$ cat src/rtl/fetch_pc_unit_if.sv
// Fetch-stage bundle: instruction-memory port, pipeline control inputs and IF/ID outputs.
// The FETCH_PERF_CNT_EN macro adds the fetch/stall performance counter outputs.
interface fetch_pc_unit_if;
  logic [31:0] pc_out;
  logic [31:0] inst_in;
  logic        stall;
  logic        redirect_valid;
  logic [31:0] redirect_target;
  logic [31:0] if_inst;
  logic [31:0] if_pc;
  logic        if_valid;
  logic        halted;
`ifdef FETCH_PERF_CNT_EN
  logic [31:0] fetch_count;
  logic [31:0] stall_count;

  modport master (
    input  inst_in, stall, redirect_valid, redirect_target,
    output pc_out, if_inst, if_pc, if_valid, halted, fetch_count, stall_count
  );
  modport slave (
    output inst_in, stall, redirect_valid, redirect_target,
    input  pc_out, if_inst, if_pc, if_valid, halted, fetch_count, stall_count
  );
`else
  modport master (
    input  inst_in, stall, redirect_valid, redirect_target,
    output pc_out, if_inst, if_pc, if_valid, halted
  );
  modport slave (
    output inst_in, stall, redirect_valid, redirect_target,
    input  pc_out, if_inst, if_pc, if_valid, halted
  );
`endif
endinterface

$ cat src/rtl/fetch_pc_unit.sv
// PC generation and IF/ID latch with stall, redirect flush and halt detection.
// Define FETCH_PERF_CNT_EN to add saturating fetch/stall counters.
module fetch_pc_unit #(
  parameter int unsigned ADDR_W      = 12,
  parameter logic [31:0] RESET_PC    = 32'd0,
  parameter logic [5:0]  HALT_OPCODE = 6'b111111
) (
  input  logic           clk,
  input  logic           rst,
  fetch_pc_unit_if.master bus
);

  typedef enum logic [1:0] {ST_BOOT, ST_RUN, ST_HALT} state_e;

  localparam logic [ADDR_W-1:0] RESET_PC_W = RESET_PC[ADDR_W-1:0];

  state_e            state_q, state_d;
  logic [ADDR_W-1:0] pc_q, pc_d;
  logic [31:0]       if_inst_q, if_inst_d;
  logic [ADDR_W-1:0] if_pc_q, if_pc_d;
  logic              if_valid_q, if_valid_d;
  logic              halted_q, halted_d;
  logic              fetch_c;
  logic              stall_cnt_c;
  logic              unused_target_bits;

  assign unused_target_bits = ^bus.redirect_target[31:ADDR_W];

  always_ff @(posedge clk or negedge rst) begin
    if (!rst) begin
      state_q    <= ST_BOOT;
      pc_q       <= RESET_PC_W;
      if_inst_q  <= 32'd0;
      if_pc_q    <= '0;
      if_valid_q <= 1'b0;
      halted_q   <= 1'b0;
    end else begin
      state_q    <= state_d;
      pc_q       <= pc_d;
      if_inst_q  <= if_inst_d;
      if_pc_q    <= if_pc_d;
      if_valid_q <= if_valid_d;
      halted_q   <= halted_d;
    end
  end

  // Redirect outranks stall and halt detection; BOOT ignores everything.
  always_comb begin
    state_d     = state_q;
    pc_d        = pc_q;
    if_inst_d   = if_inst_q;
    if_pc_d     = if_pc_q;
    if_valid_d  = if_valid_q;
    fetch_c     = 1'b0;
    stall_cnt_c = 1'b0;
    unique case (state_q)
      ST_BOOT: begin
        state_d    = ST_RUN;
        if_valid_d = 1'b0;
      end
      ST_RUN: begin
        if (bus.redirect_valid) begin
          pc_d       = bus.redirect_target[ADDR_W-1:0];
          if_valid_d = 1'b0;
        end else if (bus.stall) begin
          stall_cnt_c = 1'b1;
        end else begin
          if_inst_d  = bus.inst_in;
          if_pc_d    = pc_q;
          if_valid_d = 1'b1;
          fetch_c    = 1'b1;
          if (bus.inst_in[31:26] == HALT_OPCODE) begin
            state_d = ST_HALT;
          end else begin
            pc_d = pc_q + ADDR_W'(1);
          end
        end
      end
      ST_HALT: begin
        if_valid_d = 1'b0;
        if (bus.redirect_valid) begin
          pc_d    = bus.redirect_target[ADDR_W-1:0];
          state_d = ST_RUN;
        end
      end
      default: state_d = ST_BOOT;
    endcase
    halted_d = (state_d == ST_HALT);
  end

  assign bus.pc_out   = 32'(pc_q);
  assign bus.if_inst  = if_inst_q;
  assign bus.if_pc    = 32'(if_pc_q);
  assign bus.if_valid = if_valid_q;
  assign bus.halted   = halted_q;

`ifdef FETCH_PERF_CNT_EN
  logic [31:0] fetch_count_q, fetch_count_d;
  logic [31:0] stall_count_q, stall_count_d;

  // Saturating event counters.
  always_comb begin
    fetch_count_d = fetch_count_q;
    stall_count_d = stall_count_q;
    if (fetch_c && (fetch_count_q != 32'hFFFF_FFFF)) fetch_count_d = fetch_count_q + 32'd1;
    if (stall_cnt_c && (stall_count_q != 32'hFFFF_FFFF)) stall_count_d = stall_count_q + 32'd1;
  end

  always_ff @(posedge clk or negedge rst) begin
    if (!rst) begin
      fetch_count_q <= 32'd0;
      stall_count_q <= 32'd0;
    end else begin
      fetch_count_q <= fetch_count_d;
      stall_count_q <= stall_count_d;
    end
  end

  assign bus.fetch_count = fetch_count_q;
  assign bus.stall_count = stall_count_q;
`else
  logic unused_perf_events;
  assign unused_perf_events = fetch_c ^ stall_cnt_c;
`endif

endmodule

$ cat src/flat_wrapper.sv
// flat-port wrapper written by rule: the top's interface ports become plain ports
module fetch_pc_unit_flat 
#(
  parameter int unsigned ADDR_W      = 12,
  parameter logic [31:0] RESET_PC    = 32'd0,
  parameter logic [5:0]  HALT_OPCODE = 6'b111111
)
  (clk, rst, bus_inst_in, bus_stall, bus_redirect_valid, bus_redirect_target, bus_pc_out, bus_if_inst, bus_if_pc, bus_if_valid, bus_halted);
  fetch_pc_unit_if bus_i ();
  input  logic clk;
  input  logic rst;
  input wire logic [$bits(bus_i.inst_in)-1:0] bus_inst_in;
  input wire logic [$bits(bus_i.stall)-1:0] bus_stall;
  input wire logic [$bits(bus_i.redirect_valid)-1:0] bus_redirect_valid;
  input wire logic [$bits(bus_i.redirect_target)-1:0] bus_redirect_target;
  output wire logic [$bits(bus_i.pc_out)-1:0] bus_pc_out;
  output wire logic [$bits(bus_i.if_inst)-1:0] bus_if_inst;
  output wire logic [$bits(bus_i.if_pc)-1:0] bus_if_pc;
  output wire logic [$bits(bus_i.if_valid)-1:0] bus_if_valid;
  output wire logic [$bits(bus_i.halted)-1:0] bus_halted;
  assign bus_i.inst_in = bus_inst_in;
  assign bus_i.stall = bus_stall;
  assign bus_i.redirect_valid = bus_redirect_valid;
  assign bus_i.redirect_target = bus_redirect_target;
  assign bus_pc_out = bus_i.pc_out;
  assign bus_if_inst = bus_i.if_inst;
  assign bus_if_pc = bus_i.if_pc;
  assign bus_if_valid = bus_i.if_valid;
  assign bus_halted = bus_i.halted;
  fetch_pc_unit #(.ADDR_W(ADDR_W), .RESET_PC(RESET_PC), .HALT_OPCODE(HALT_OPCODE)) u_core (.clk(clk), .rst(rst), .bus(bus_i));
endmodule
$ cat config.mk
export PLATFORM = sky130hd
export DESIGN_NAME = fetch_pc_unit_flat
export DESIGN_NICKNAME = d
export VERILOG_FILES = /design/src/rtl/fetch_pc_unit_if.sv /design/src/rtl/fetch_pc_unit.sv /design/src/flat_wrapper.sv
export SDC_FILE = /design/constraint.sdc
export NUM_CORES = 1
export LEC_CHECK = 0
export BUFFER_PORTS_ARGS = -buffer_cell sky130_fd_sc_hd__buf_2
export CAP_MARGIN = 25
export CORE_MARGIN = 2
export CORE_UTILIZATION = 41
export DETAILED_ROUTE_END_ITERATION = 10
export GPL_TIMING_DRIVEN = 0
export PLACE_DENSITY = 0.81
export SLEW_MARGIN = 25
export SYNTH_ARGS = -nofsm -noshare
export SYNTH_HDL_FRONTEND = slang
export SYNTH_SLANG_ARGS = --single-unit
$ cat constraint.sdc
create_clock -name clk -period 1.6 [get_ports clk]
set_input_delay 0.08 -clock clk [delete_from_list [all_inputs] [get_ports clk]]
set_output_delay 0.08 -clock clk [all_outputs]
set_load 0.1 [all_outputs]
==> results of run 1 <==
cells in the final DEF, fill, tap and decap left out, types with 6 or more instances in the layout:
cell           synthesis  routed
mux2_4                40      41
buf_2                  1     104
a2bb2oi_1              7       7
nand2_1               10      10
buf_4                 40      50
conb_1                 1      40
dlygate4sd3_1          0      34
nand3_1               10      10
dfrtp_4                0       7
dfrtp_2                0       6
dfrtp_1               60      47
clkbuf_8               0      10
what timing repair did:
item	in CTS	in global routing
hold buffers	34	0
resized for setup	2	10
endpoints found under the setup margin	41	55
pin swaps	2	2
setup buffers	4	4
hold endpoints to repair	93	0
cells by family (layout without fill, tap and decap cells):
logic type	after synthesis	count (layout)	share of synthesized area, %
DFF	60	60	47.1
buffers and inverters	54	214	13.8
muxes	48	48	21.6
and+or+nand+nor	38	38	6.87
AOI/OAI and AO/OA	37	37	10.1
adders and majority gates	1	1	0.393
other	1	40	0.118
cell type report:
cell class	count	area, um2
Clock buffer	12	145
Sequential cell	60	1540
Tap cell	102	128
Clock inverter	3	15.0
Fill cell	613	3020
Buffer	49	423
Timing Repair Buffer	147	932
Inverter	3	13.8
Multi-Input combinational cell	164	1430
sequential cells by signal, indices dropped and copies added (netlist names):
signal               count
u_core.state_q           2
u_core.if_pc_q          12
u_core.bus.if_inst      32
u_core.bus.halted        1
u_core.bus.if_valid      1
u_core.pc_q             12
worst paths after layout:
check | slack, ns | endpoint | from
max | 0.04 | u_core.bus.if_inst[29]$_DFFE_PN0P_ | u_core.state_q[1]$_DFF_PN0_
min | 0.04 | u_core.pc_q[1]$_DFFE_PN0P_ | bus_redirect_target[1]
max reg2reg | 0.04 | u_core.bus.if_inst[29]$_DFFE_PN0P_ | u_core.state_q[1]$_DFF_PN0_
min reg2reg | 0.48 | u_core.bus.if_inst[4]$_DFFE_PN0P_ | u_core.bus.if_inst[4]$_DFFE_PN0P_
max in group asynchronous | 0.67 | u_core.pc_q[1]$_DFFE_PN0P_ | rst
min in group asynchronous | 0.37 | u_core.bus.if_inst[0]$_DFFE_PN0P_ | rst
routing by layer:
layer	track usage, %	vias to the layer above	wire length [um]
met5	0	-	0
met4	7.59	0	113
met3	6.08	10	640
met2	32.5	115	3860
met1	22.8	1156	3320
li1	-	1170	-
worst max-delay path, cell delays in order, from the launching register on:
cell and delay, ns:
dfrtp_2 0.46, nor3b_4 0.23, and2_4 0.27, buf_12 0.17, mux2_4 0.30
through the flow:
stage	hold WS, ns	util (%)	setup WS, ns	setup TNS (ns)
global placement	0.297	52.9	-0.0580	-1.92
global route	0.0584	60.5	-0.00901	-0.0173
finish	0.0402	60.5	0.0387	0
CTS	0.0238	59.8	0.00768	0
detailed placement	0.199	52.9	-0.0963	-3.57
floorplan	-0.216	-	-0.105	-0.112
power groups by stage:
stage / combinational (W) / clock, W / sequential, W
floorplan: 0.00102 / 0 / 0.00382
global placement: 0.00330 / 0 / 0.00199
detailed placement: 0.00332 / 0 / 0.00201
CTS: 0.00339 / 0.00118 / 0.00198
global route: 0.00352 / 0.00124 / 0.00202
finish: 0.00342 / 0.00115 / 0.00199
==> flow_summary.yaml, run 1 <==
yosys:
  ys_ff_latch: 60
  syn_inst: 239
  synth_warnings: 0
  async_flop_share_pct: 100
  yosys-top-cells-area: "dfrtp_1 47%, mux2_4 19%, buf_4 9.4%"
  synth_top_cell_by_area: "dfrtp_1"
  avgSynthCellArea_um2: 13.3
  synth_most_common_cell: "dfrtp_1"
  synth_ff_type: "dfrtp_1"
  synth_edf_count: 0
  synth.distinct_cells: 46
  synth_top_area_share_pct: 47.1
  syn_area_um2: 3190
  netlist_top_cells_count: "60 x dfrtp_1, 40 x buf_4, 40 x mux2_4, 10 x nand2_1, 10 x nand3_1"
  ys_seq_area_share_pct: 47.1
grt:
  antenna_found_initial: 0
  gr-usage-all-layers_pct: 19.2
  grt_start_max_net_pins: 61
  first_global_vias: 2523
  grt_pass1_wl_mm: 12.7
  grt_overflow: 0
power_and_ir_drop:
  p_per_area_nw_per_um2: 1420
  peakVddDrop_uv: 665
  power_switching_w: 0.00343
  total_power_w: 0.00655
  p_int_w: 0.00312
  seqPwrFrac_pct: 30.3
  power_frac_clock_pct: 17.5
  leakage_nw: 2.32
  comb_power_share_pct: 52.2
  switching_share_pct: 52.3
die:
  core_area_um2: 7650
  dieHeight_um: 92.2
  io_pins: 166
  placement_rows: 32
  fp.dieArea_um2: 8490
  die_w_um: 92.2
  initial_utilization_pct: 41.7
clock_tree:
  path_clk_slew_ns: 0.07
  h-tree-depth: 3
  root_buffer: "clkbuf_8"
  cts_tree: "built"
  insertion_delay_ns: 0.34
  cts_inserted_buffers: 9
  cts_sinks: 60
  clk_path_buf_depth: 2
outcome:
  outcome: "finished, final reports clean"
timing:
  slew_violations: 0
  period_needed_ns: 1.56
  fmax_ghz: 0.641
  finalCritPeriodShare_pct: 97.6
  tightest_slew_ns: 0.752
  finalHoldViolations: 0
  max-slew-margin-rel_pct: 49.9
  rsz0062_at_grt: "yes"
  setup_viol: 0
  skew_ns: 0.00958
place:
  dp.final_hpwl_mm: 5.18
  placed_cell_area_um2: 4050
  port_buffers: 105
  gp_congestion: 0.790
  dp_cells: 485
drt:
  postRouteAntennaNets: 0
  wirelength_mm: 7.93
  vias: 2451
  wire_per_inst_um: 14.7
  drc_errors: 0
  drtIter0Drc: 76
  first_pass_iters: 4
  vias_per_cell: 4.54
min_path:
  hp-class: "input pin to flip-flop"
  hold_depth: 3
setup_path:
  start_kind: "flip-flop"
  cp_data_arrival_time_ns: 1.77
  critical_path.max_fanout: 10
  rr_worst_depth: 4
  end_kind: "flip-flop"
  worstPathRequired_ns: 1.81
  criticalPathCategory: "flip-flop to flip-flop"
finish:
  final_layout_size_suffix_gt1_share_pct: 56.6
  n_antenna_cell: 0
  fin_nets: 503
  stdcell_area_um2: 4620
  area_delta_synth_final_pct: 45.1
  fin_cells: 540
flow_run:
  maxCapViolCount: 0
Power figures use the tool's default switching activity.
==> run 2: changes to the inputs <==
- CORE_ASPECT_RATIO: not set -> 1.1
- CORE_MARGIN: 2 -> 5
==> flow_summary.yaml, run 2 (synthesized netlist as in run 1, its figures left out) <==
outcome:
  outcome: "finished, final reports clean"
finish:
  fillCellCount: 626
  fin_nets: 501
  final_layout_size_suffix_gt1_share_pct: 56.8
  final_common_cell: "buf_2"
  area_delta_synth_final_pct: 47.7
  stdcell_area_um2: 4710
  n_antenna_cell: 0
  seqCellArea_um2: 1540
  largest_reg_flops: 32
  multi_input_area_um2: 1440
  mostFrequentLayoutCells: "104 x buf_2, 47 x dfrtp_1, 45 x buf_4, 41 x mux2_4, 40 x conb_1"
timing:
  slew_violations: 0
  skew_ns: 0.00735
  rsz0062_at_grt: "yes"
  fmax_ghz: 0.644
  finalCritPeriodShare_pct: 97.1
  finalHoldViolations: 0
  max-slew-margin-rel_pct: 49.1
  period_needed_ns: 1.55
  tightest_slew_ns: 0.763
  timing.hold.ws_ns: 0.0491
  setup_viol: 0
setup_path:
  startpoint: "u_core.state_q[1]$_DFF_PN0_"
  start_kind: "flip-flop"
  ff2ff_setup_slack_ns: 0.05
  worstPathRequired_ns: 1.81
  critical_path.max_fanout: 10
  end_kind: "flip-flop"
  criticalPathCategory: "flip-flop to flip-flop"
  r2r_start: "u_core.state_q[1]$_DFF_PN0_"
  cp_data_arrival_time_ns: 1.76
drt:
  vias: 2501
  vias_per_cell: 4.61
  first_pass_iters: 4
  drtIter0Drc: 66
  postRouteAntennaNets: 0
  wirelength_mm: 8.47
  drc_errors: 0
  wire_per_inst_um: 15.6
power_and_ir_drop:
  comb_power_share_pct: 50.5
  power_switching_w: 0.00347
  peakVddDrop_uv: 1020
  p_per_area_nw_per_um2: 1450
  switching_share_pct: 50.9
  leakage_nw: 2.34
  power_frac_clock_pct: 20.4
  p_int_w: 0.00334
  seqPwrFrac_pct: 29.1
flow_run:
  maxCapViolCount: 0
die:
  core_area_um2: 7510
  dieHeight_um: 102
  placement_rows: 33
  die_w_um: 94.1
  fp.dieArea_um2: 9640
  initial_utilization_pct: 42.4
  io_pins: 166
place:
  port_buffers: 105
  gp_congestion: 0.789
  dp.final_hpwl_mm: 5.41
  placed_cell_area_um2: 4050
clock_tree:
  clk_path_buf_depth: 2
  insertion_delay_ns: 0.33
  root_buffer: "clkbuf_8"
  cts_tree: "built"
  path_clk_slew_ns: 0.07
  cts_inserted_buffers: 9
  cts_sinks: 60
  h-tree-depth: 3
min_path:
  hold_start: "bus_redirect_target[1]"
  hp-class: "input pin to flip-flop"
grt:
  grt_pass1_wl_mm: 13.3
  gr-max-usage-layer: "met2"
  grt_overflow: 0
  use_met3_pct: 4.64
  antenna_found_initial: 0
  met2_usage_pct: 29.4
  globalRouteMet1Util_pct: 22.7
  first_global_vias: 2619
  gr-usage-all-layers_pct: 17.6
  grt_start_max_net_pins: 61
==> run 2: per-stage QoR <==
step	cells	setup TNS, ns	setup slack (ns)	power, W	utilization [%]
2_1_floorplan	278	-0.112	-0.105	0.00484	-
3_3_place_gp	488	-1.40	-0.0451	0.00529	53.9
3_5_place_dp	488	-3.03	-0.0919	0.00532	53.9
4_1_cts	540	0	0.0141	0.00680	61.4
5_1_grt	542	0	0.00390	0.00705	62.7
6_report	542	0	0.0461	0.00681	62.7
==> run 2: power groups by stage <==
stage,Sequential (W),Clock [W],Combinational (W)
after CTS,0.00197,0.00143,0.00340
after global routing,0.00202,0.00148,0.00355
after detailed placement,0.00200,0,0.00333
after floorplan,0.00382,0,0.00102
final,0.00198,0.00139,0.00344
after global placement,0.00198,0,0.00331
==> run 2: repair_timing <==
item,in CTS,in global routing
endpoints found under the hold margin,93,0
pin swaps,1,1
hold buffers,34,0
gates resized for setup,3,11
setup buffers,2,2
endpoints found under the setup margin,40,52
cloned,0,1
==> run 2: routing by layer <==
metal	vias up	part of all wire [%]
li1	1164	-
met1	1203	42
met2	123	50
met3	11	7.4
met4	0	1.2
met5	-	0
==> run 2: worst paths after layout <==
check                      cells after the start                            endpoint
setup / recovery                               5  u_core.bus.if_inst[19]$_DFFE_PN0P_
hold / removal                                 3          u_core.pc_q[1]$_DFFE_PN0P_
setup reg to reg                               5  u_core.bus.if_inst[19]$_DFFE_PN0P_
hold reg to reg                                1   u_core.bus.if_inst[6]$_DFFE_PN0P_
max in group asynchronous                      2          u_core.pc_q[5]$_DFFE_PN0P_
min in group asynchronous                      2   u_core.bus.if_inst[2]$_DFFE_PN0P_
==> run 2: layout make-up <==
type / instances / area share, %
plain buffers: 50 / 9.49
clock buffers: 12 / 3.30
clock inverters: 4 / 1.01
inverters: 3 / 0.292
multi-input cells: 164 / 30.6
flip-flops and latches: 60 / 32.6
well taps: 105 / 2.79
repair buffers: 144 / 19.9
==> run 2: worst max-delay path, cell delays in order (launching register included) <==
cell	delay [ns]
dfrtp_2	0.45
nor3b_4	0.21
and2_4	0.18
buf_12	0.14
buf_12	0.15
mux2_4	0.31
==> run 3: changes to the inputs <==
- CELL_PAD_IN_SITES_DETAIL_PLACEMENT: not set -> 0
- CELL_PAD_IN_SITES_GLOBAL_PLACEMENT: not set -> 2
- CORE_UTILIZATION: 41 -> 25
- GPL_ROUTABILITY_DRIVEN: not set -> 0
- PLACE_DENSITY: 0.81 -> 0.82
==> flow_summary.yaml, run 3 (synthesized netlist as in run 1, its figures left out) <==
outcome:
  outcome: "finished, final reports clean"
clock_tree:
  cts_tree: "built"
  cts_inserted_buffers: 9
  root_buffer: "clkbuf_16"
  path_clk_slew_ns: 0.05
  h-tree-depth: 3
  clk_path_buf_depth: 2
  cts_sinks: 60
  insertion_delay_ns: 0.32
grt:
  gr-usage-all-layers_pct: 11.7
  antenna_found_initial: 0
  first_global_vias: 2726
  grt_pass1_wl_mm: 14.3
  grt_overflow: 0
  grt_start_max_net_pins: 50
finish:
  area_delta_synth_final_pct: 52.4
  fin_nets: 498
  mostFrequentLayoutCells: "102 x buf_2, 49 x buf_4, 47 x dfrtp_1, 41 x mux2_4, 40 x conb_1"
  largest_reg_flops: 32
  fillCellCount: 1251
  seqCellArea_um2: 1540
  multi_input_area_um2: 1440
  final_layout_size_suffix_gt1_share_pct: 56.9
  n_antenna_cell: 0
  final_common_cell: "buf_2"
die:
  initial_utilization_pct: 25.4
  io_pins: 166
  dieHeight_um: 128
  placement_rows: 43
  core_area_um2: 12500
  fp.dieArea_um2: 15100
  die_w_um: 118
timing:
  period_needed_ns: 1.56
  fmax_ghz: 0.642
  skew_ns: 0.00388
  slew_violations: 0
  rsz0062_at_grt: "yes"
  finalCritPeriodShare_pct: 97.3
  setup_slack_ns: 0.0430
  setup_tns_ns: 0
  setup_viol: 0
  finalHoldViolations: 0
setup_path:
  critical_path.max_fanout: 10
  worstPathRequired_ns: 1.80
  cpMaxStageDelayCell: "dfrtp_2"
  start_kind: "flip-flop"
  cp_data_arrival_time_ns: 1.76
  criticalPathCategory: "flip-flop to flip-flop"
  worstPathCellList: "and2b_4 > nor2_4 > buf_4 > a31oi_1 > o22a_1"
  end_kind: "flip-flop"
  worst_path_largest_cell_delay_ns: 0.45
  rr_worst_depth: 5
min_path:
  hold_depth: 2
  hp-class: "input pin to flip-flop"
flow_run:
  maxCapViolCount: 0
drt:
  wirelength_mm: 8.81
  vias_per_cell: 4.15
  first_pass_iters: 4
  wire_per_inst_um: 14.9
  postRouteAntennaNets: 0
  drc_errors: 0
  vias: 2451
  drtIter0Drc: 110
power_and_ir_drop:
  p_per_area_nw_per_um2: 1560
  peakVddDrop_uv: 772
  leakage_nw: 2.39
place:
  pre_cts_ws_ns: -0.0935
  dp.final_hpwl_mm: 6.24
  port_buffers: 105
==> run 3: changes by cell type in the layout (fill, tap and decap cells not counted), moves of 2 or more <==
cell and delta:
clkbuf_16 +8, clkbuf_8 -8, buf_4 +4, buf_12 -2, buf_2 -2, dlygate4sd3_1 -2
==> run 3: final timing paths <==
path	from	end	slack, ns
worst max register to register	u_core.state_q[1]$_DFF_PN0_	u_core.pc_q[11]$_DFFE_PN0P_	0.04
worst max-delay path	u_core.state_q[1]$_DFF_PN0_	u_core.pc_q[11]$_DFFE_PN0P_	0.04
worst min register to register	u_core.bus.if_inst[6]$_DFFE_PN0P_	u_core.bus.if_inst[6]$_DFFE_PN0P_	0.48
min in group asynchronous	rst	u_core.bus.if_inst[11]$_DFFE_PN0P_	0.17
worst min-delay path	bus_inst_in[29]	u_core.bus.if_inst[29]$_DFFE_PN0P_	0.02
max in group asynchronous	rst	u_core.pc_q[0]$_DFFE_PN0P_	0.90
==> run 3: critical path, delay by kind of cell (launching register included) <==
kind                   cells  cell delay [ns]
flip-flops                 1             0.45
buffers and inverters      1             0.26
AND/OR/NAND/NOR            2             0.42
AO/OA/AOI/OAI              2             0.31
==> run 3: final cells by class <==
class	count	area share, %
inverter	3	0.283
timing repair buffer	142	18.8
multi-input combinational	164	29.7
tap	157	4.04
clock inverter	4	1.44
buffer	49	8.66
clock buffer	12	5.49
sequential	60	31.6
==> run 3: through the flow <==
| step | utilization (%) | instance area, um2 | power [W] | hold WS, ns | cells |
|---|---|---|---|---|---|
| after floorplan | - | 3390 | 0.00484 | -0.216 | 278 |
| after global placement | 32.8 | 4110 | 0.00532 | 0.300 | 540 |
| after detailed placement | 33.0 | 4140 | 0.00536 | -0.0617 | 541 |
| after CTS | 38.5 | 4830 | 0.00764 | 0.00169 | 592 |
| after global routing | 38.7 | 4860 | 0.00785 | 0.00658 | 591 |
| final | 38.7 | 4860 | 0.00756 | 0.0152 | 591 |
==> run 3: timing repair <==
item                                   in CTS  in global routing
pin swaps                                   2                  3
hold buffers                               32                  0
cloned                                      0                  1
gates resized for setup                     2                 10
setup endpoints to repair                  43                 53
buffers inserted                            5                  1
endpoints found under the hold margin      91                  0
==> run 3: where the power goes <==
group | total (W) | internal (W) | switching [W]
Sequential | 0.00198 | 0.00179 | 0.000191
Clock | 0.00216 | 0.00148 | 0.000680
Combinational | 0.00342 | 0.000739 | 0.00268
==> run 3: routing by layer <==
layer,routed length (um),track usage [%],share of wire (%)
met4,106,3.24,1.2
met2,4070,18.5,46
met1,4030,15.1,46
met5,0,0,0
met3,607,4.35,6.9
